[src/rtl/pairing_result_uart_tx.sv]
// Result-dump stage: reads words from the pairing core, sends them MSB-byte first as 8N1 UART frames.
// Optional trailing XOR checksum frame when PAIRING_UART_TX_CHECKSUM_EN is defined.
module pairing_result_uart_tx #(
  parameter int DATA_W       = 304,
  parameter int ADDR_W       = 8,
  parameter int CLKS_PER_BIT = 868,
  parameter int RD_LAT       = 2
) (
  input  logic              clk,
  input  logic              rstn,
  input  logic              start,
  input  logic [ADDR_W-1:0] base_addr,
  input  logic [ADDR_W-1:0] n_words,
  output logic [ADDR_W-1:0] extout_addr,
  input  logic [DATA_W-1:0] extout_data,
  output logic              busy,
  output logic              done,
  output logic              uart_tx
);

  localparam int NBYTES = DATA_W / 8;
  localparam int CNT_W  = (CLKS_PER_BIT > 2) ? $clog2(CLKS_PER_BIT) : 1;
  localparam int WAIT_W = (RD_LAT > 1) ? $clog2(RD_LAT) : 1;
  localparam int FR_W   = $clog2(NBYTES + 1);
  localparam logic [CNT_W-1:0]  BIT_END  = CNT_W'(CLKS_PER_BIT - 1);
  localparam logic [WAIT_W-1:0] WAIT_END = WAIT_W'(RD_LAT - 1);

`ifdef PAIRING_UART_TX_CHECKSUM_EN
  typedef enum logic [2:0] {IDLE, FETCH, SEND, CSUM, FIN} state_t;
`else
  typedef enum logic [1:0] {IDLE, FETCH, SEND, FIN} state_t;
`endif

  state_t            state;
  logic [ADDR_W-1:0] words_left;
  logic [WAIT_W-1:0] wait_cnt;
  logic [DATA_W-1:0] shift_reg;
  logic [7:0]        tx_byte;
  logic [FR_W-1:0]   frames_left;
  logic [3:0]        bit_cnt;
  logic [CNT_W-1:0]  clk_cnt;
`ifdef PAIRING_UART_TX_CHECKSUM_EN
  logic [7:0]        csum;
`endif

  always_ff @(posedge clk or negedge rstn) begin
    if (!rstn) begin
      state       <= IDLE;
      words_left  <= '0;
      wait_cnt    <= '0;
      shift_reg   <= '0;
      tx_byte     <= '0;
      frames_left <= '0;
      bit_cnt     <= '0;
      clk_cnt     <= '0;
      extout_addr <= '0;
      busy        <= 1'b0;
      done        <= 1'b0;
      uart_tx     <= 1'b1;
`ifdef PAIRING_UART_TX_CHECKSUM_EN
      csum        <= '0;
`endif
    end else begin
      done <= 1'b0;
      case (state)
        IDLE: begin
          if (start) begin
            words_left  <= n_words;
            extout_addr <= base_addr;
            busy        <= 1'b1;
            wait_cnt    <= '0;
`ifdef PAIRING_UART_TX_CHECKSUM_EN
            csum        <= '0;
`endif
            state       <= (n_words == '0) ? FIN : FETCH;
          end
        end
        FETCH: begin
          if (wait_cnt == WAIT_END) begin
            // Pretend a stop bit is just ending so the first start bit goes out on the next edge.
            shift_reg   <= extout_data;
            frames_left <= FR_W'(NBYTES);
            bit_cnt     <= 4'd9;
            clk_cnt     <= BIT_END;
            state       <= SEND;
          end else begin
            wait_cnt <= wait_cnt + WAIT_W'(1);
          end
        end
`ifdef PAIRING_UART_TX_CHECKSUM_EN
        SEND, CSUM: begin
`else
        SEND: begin
`endif
          if (clk_cnt != BIT_END) begin
            clk_cnt <= clk_cnt + CNT_W'(1);
          end else begin
            clk_cnt <= '0;
            if (bit_cnt != 4'd9) begin
              bit_cnt <= bit_cnt + 4'd1;
              uart_tx <= (bit_cnt == 4'd8) ? 1'b1 : tx_byte[bit_cnt[2:0]];
            end else if (frames_left != '0) begin
              tx_byte     <= shift_reg[DATA_W-1 -: 8];
              shift_reg   <= shift_reg << 8;
              frames_left <= frames_left - FR_W'(1);
              bit_cnt     <= '0;
              uart_tx     <= 1'b0;
`ifdef PAIRING_UART_TX_CHECKSUM_EN
              csum        <= csum ^ shift_reg[DATA_W-1 -: 8];
`endif
            end else if (state == SEND && words_left != ADDR_W'(1)) begin
              words_left  <= words_left - ADDR_W'(1);
              extout_addr <= extout_addr + ADDR_W'(1);
              wait_cnt    <= '0;
              state       <= FETCH;
`ifdef PAIRING_UART_TX_CHECKSUM_EN
            end else if (state == SEND) begin
              tx_byte <= csum;
              bit_cnt <= '0;
              uart_tx <= 1'b0;
              state   <= CSUM;
`endif
            end else begin
              // Finish directly so done lands on the edge the last stop bit ends.
              done  <= 1'b1;
              busy  <= 1'b0;
              state <= IDLE;
            end
          end
        end
        FIN: begin
          done  <= 1'b1;
          busy  <= 1'b0;
          state <= IDLE;
        end
        default: state <= IDLE;
      endcase
    end
  end

endmodule

[config.mk]
export PLATFORM = sky130hd
export DESIGN_NAME = pairing_result_uart_tx
export DESIGN_NICKNAME = d
export VERILOG_FILES = /design/src/rtl/pairing_result_uart_tx.sv
export SDC_FILE = /design/constraint.sdc
export NUM_CORES = 1
export LEC_CHECK = 0
export ABC_AREA = 1
export BUFFER_PORTS_ARGS = -buffer_cell sky130_fd_sc_hd__buf_2
export CAP_MARGIN = 10
export CORE_MARGIN = 8
export CORE_UTILIZATION = 40
export DETAILED_ROUTE_END_ITERATION = 10
export PLACE_DENSITY_LB_ADDON = 0.25
export SLEW_MARGIN = 40
export SYNTH_ARGS = -nofsm -noshare
export SYNTH_HDL_FRONTEND = slang
export SYNTH_SLANG_ARGS = --single-unit
[constraint.sdc]
create_clock -name clk -period 2.4 [get_ports clk]
set_input_delay 0.48 -clock clk [delete_from_list [all_inputs] [get_ports clk]]
set_output_delay 0.48 -clock clk [all_outputs]
set_load 0.1 [all_outputs]
### After elaboration in Yosys (flattened, before gate mapping)

Index checks and enable logic that the tools add are counted.

* bits in read-only memories: 0
* latch bits: 0
* input bits: 323
* memory bits (writable): 0
* memories: 0
* register bits after elaboration: 354
* logic and storage cells: 116

* reduce and logical (&&, ||, !) cells: 18
* muxes and demuxes: 61
* magnitude comparators: 1
* div/mod/pow operators: 0
* shifts and indexed selects: 0
* add/subtract/negate cells: 6
* bitwise operators: 2
* eq/ne operators: 16
* multiply operators: 0

Operator list (number)
* 304-bit two-way mux: 4
* 304-bit case mux with 2 select lines: 1
* 8-bit two-way mux: 10
* 8-bit case mux with 2 select lines: 2
* 6-bit two-way mux: 4
* 1-bit two-way mux: 20
* 10-bit two-way mux: 2
* 10-bit case mux with 2 select lines: 1
* 6-bit AND reduction: 3
* 4-bit two-way mux: 4
* 2-bit != test (second input constant): 7
* 2-bit two-way mux: 6
* 6-bit case mux with 2 select lines: 1
* 10-bit by 1-bit adder with 10-bit output (second input constant): 1
* 10-bit != test (second input constant): 1
* 5-bit AND reduction: 2
* 8-bit by 1-bit adder with 8-bit output (second input constant): 1
* 8-bit zero test: 1
* 8-bit by 1-bit != test with 1-bit output (second input constant): 1
* 2-bit case mux with 4 select lines: 1
* 4-bit case mux with 2 select lines: 1
* 4-bit AND reduction: 2
* 8-bit by 1-bit subtractor with 8-bit output (second input constant): 1
* 1-bit case mux with 3 select lines: 2
* 20 further kinds: 25

### Logic depth before layout (Yosys ltp)

* word-level depth: 7
* depth in mapped cells: 11
* mapped depth without buffers: 10

### Worst setup path before layout

Ideal clock, no wire load.

* kind: register -> register
* start: register extout_addr[0]
* end: register extout_addr[4]
* path slack: 0.525 ns
* stages on the path, launching flop included: 8
* clock period less this slack: 1.875 ns
* arrival time: 1.808 ns
* cells stage by stage: dfrtp_1 ha_1 nand2_1 o21bai_1 nand3_1 nand2_1 nand3_1 nand2_1

* word-level cells in the longest chain between the ends: 6

Ends and longest elaborated chain
* start, declared: line 14 `output logic [ADDR_W-1:0] extout_addr,`
* start signal, assigned: line 69 `extout_addr <= base_addr;`
* start signal, assigned: line 113 `extout_addr <= extout_addr + ADDR_W'(1);`
* 8-bit by 1-bit adder with 8-bit output: line 113
* 8-bit two-way mux: line 111 `end else if (state == SEND && words_left != ADDR_W'(1)) begin`
* 8-bit two-way mux: line 102 `end else if (frames_left != '0) begin`
* 8-bit two-way mux: line 99 `if (bit_cnt != 4'd9) begin`
* 8-bit two-way mux: line 95 `if (clk_cnt != BIT_END) begin`
* 8-bit case mux with 2 select lines: line 65 `case (state)`

Every way passes these cells. The select of a mux whose other input is x is not followed.
A chain may end at the register's enable or synchronous reset.

### Worst setup path in the final report

* start: register state[0]
* end: register shift_reg[249]

* word-level cells in the longest chain between the ends: 3
* elaborated cells on any way between the ends: 9

Ends and longest elaborated chain
* start, declared: line 34 `state_t state;`
* start signal, assigned: line 75 `state <= (n_words == '0) ? FIN : FETCH;`
* 2-bit equality test / 2-bit by 1-bit equality test with 1-bit output (equally long branches): line 65
* 2-bit != test (no line) / 2-bit nonzero test (equally long branches)
* 5-bit AND reduction (no line)
* end signal, assigned: line 81 `shift_reg <= extout_data;`
* end signal, assigned: line 104 `shift_reg <= shift_reg << 8;`
* end, declared: line 37 `logic [DATA_W-1:0] shift_reg;`

Several ways; a longest one is shown, not always the timed one.

==> run metrics <==
Total Routing Usage GR=0.1780; clk slew on worst S/H paths=60 ps; Distinct cells, synth=35; core area=45280 um2; final period demand of the worst path=2153 ps; worst vdd ir=771.9 uV; crit path DAT=2580 ps; port bufs=333; kind of critical path=reg2reg; DRC Markers=0; RePlAce Congestion=0.8375; multi-input logic area=8275 um2; Clock Skews=17.85 ps; Die Area=52770 um2; setup TNS=0 ps; initial core utilization=0.4035; synth warn=0; maximum fanout along the worst path=44; initial antenna violation count=32; Startpoint Class=flip-flop; post-synthesis sequential area ratio=0.4849; final max-slew violation count=0; Clock Tree Buf Depth=3; Synth Cell Area=18270 um2; clock root buffer=clkbuf_16; Congestion Overflow GR=0; critical path's largest stage delay=450 ps; P&R area growth vs syn=18.71%; TritonCTS Buffers=42; global-route wire length before repair=76180 um; Mean Syn Cell Area=10.24 um2; vias in the first global route=13954; Post-synth EDFFs=0; max FFs per register=304; filler instances=4276; worst hold stages=3; ys async rst share=1.000; cells after synthesis=1785; RSZ-0062 raised after global routing=false; Tot Pwr=32.17 mW; Mapped Nets=2116; I/O pin total=334; TritonRoute pass-1 iters=7; Detail Route Antenna Nets=0; Fin. Hold Viols=0; Reg2Reg Depth=5; maximum clock rate=0.4645 GHz; Die Height=229.7 um; CP max stage cell=dfrtp_1; CTS Sinks=354; Reg area=8861 um2; Pleak=10.14 nW; dominant cell type by area after synthesis=dfrtp_1; # nets final=2430; crit share post-route=0.8970; Hold Crit Class=in2reg; fin util=0.4790; CTS tree=yes; Die X=229.7 um; DR vias/cell=4.894; cell with the most instances after synthesis=nand2_1; Worst Path Required=2830 ps; Final setup viols=0; Least-Margin Pin Slew=553.2 ps; commonest cells in the netlist=nand2_1 (496), dfrtp_1 (353), mux2i_1 (296), o21ai_2 (261), buf_6 (62); status=finished clean; Pwr Density=1483 nW/um2; Worst Setup End Kind=flip-flop; Slew headroom=0.6312; Yosys reg bits=354; top_reg_cell synth=dfrtp_1; Rows=78; Max-Cap Viols=0; Clk Latency, worst-skew pair=560 ps; post-DP HPWL=34850 um; CP Cell Sequence=nor2_4 -> buf_12 -> buf_4 -> mux2i_1 -> o21ai_2; htree depth=2; largest net degree at the start of global routing=93; initial DRC count=835; Vias=13404; Synth top area share=0.4835; layout cells sized above 1=0.3373; WL final=47620 um; ranking of synthesized cells by area=dfrtp_1 (48%), mux2i_1 (16%), o21ai_2 (13%), nand2_1 (10%), buf_6 (3.8%); routed length per instance=17.39 um
-- stage by stage --
stage               std cells  hold slack [ps]  setup slack (ps)  instance area, um2
global route             2732            102.4             55.85               21670
global placement         2654            398.2             263.7               20310
CTS                      2726            79.87             192.3               21650
detailed placement       2654            398.1             224.9               20310
finish                   2739            119.3             247.1               21690
floorplan                1785            184.4             524.5               18270
-- worst max-delay path: cells and delay by family, from the launching register on --
kind | cells | cell delay [ps]
AO/OA/AOI/OAI | 1 | 90
flip-flops | 1 | 450
buffers and inverters | 2 | 780
multiplexers | 1 | 300
AND/OR/NAND/NOR | 1 | 350
-- cell type report --
class | count | area share
clock inverters | 6 | 0.001731
well taps | 600 | 0.03461
repair buffers | 381 | 0.1042
diodes | 13 | 0.001500
flip-flops and latches | 354 | 0.4085
multi-input cells | 1271 | 0.3815
clock buffers | 65 | 0.05942
inverters | 49 | 0.008480
-- layer usage --
| metal | up-vias | global-route usage | wire, um |
|---|---|---|---|
| met5 | - | 0 | 208 |
| met4 | 32 | 0.04653 | 1052 |
| met3 | 104 | 0.06304 | 3521 |
| met2 | 319 | 0.2761 | 21620 |
| met1 | 6294 | 0.2346 | 21220 |
| li1 | 6655 | - | - |
-- cells by family after synthesis --
| kind of cell | share of synthesized area |
|---|---|
| AND/OR/NAND/NOR | 0.1349 |
| flip-flops | 0.4849 |
| AO/OA/AOI/OAI | 0.1489 |
| adder cells (fa/ha/maj) | 0.005479 |
| XOR/XNOR | 0.001438 |
| multiplexers | 0.1622 |
| buffers and inverters | 0.06218 |
-- cell usage in the layout, fill, tap and decap left out, types with 8 or more instances in the layout --
cell type / n
clkbuf_16: 43
nand2_1: 496
dfrtp_1: 352
buf_4: 30
diode_2: 13
nor2_1: 52
o21ai_0: 24
nand3_1: 48
o21ai_2: 261
clkbuf_8: 13
clkbuf_1: 9
ha_1: 8
nand4_1: 8
inv_1: 46
mux2i_1: 296
buf_2: 332
buf_12: 16
a21oi_1: 8
o21ai_1: 39
-- report_power, final --
group / switching, mW / internal [mW] / total [mW]
Clock: 2.48 / 3.67 / 6.15
Combinational: 9.36 / 5.80 / 15.2
Sequential: 1.85 / 9.02 / 10.9
Total: 13.7 / 18.5 / 32.2
-- final timing paths --
kind	startpoint	end	slack (ps)
max	state[0]	shift_reg[249]	250
min	extout_data[1]	shift_reg[1]	120
max reg2reg	state[0]	shift_reg[249]	250
min reg2reg	tx_byte[1]	tx_byte[1]	470
max in group asynchronous	rstn	shift_reg[168]	1130
min in group asynchronous	rstn	words_left[5]	420
-- repair_timing --
item / in CTS / in global routing
setup endpoints to repair: 0 / 15
hold endpoints to repair: 22 / 0
resized for setup: 0 / 2
setup buffers: 0 / 0
hold buffers: 1 / 0
Power figures use the tool's default switching activity.
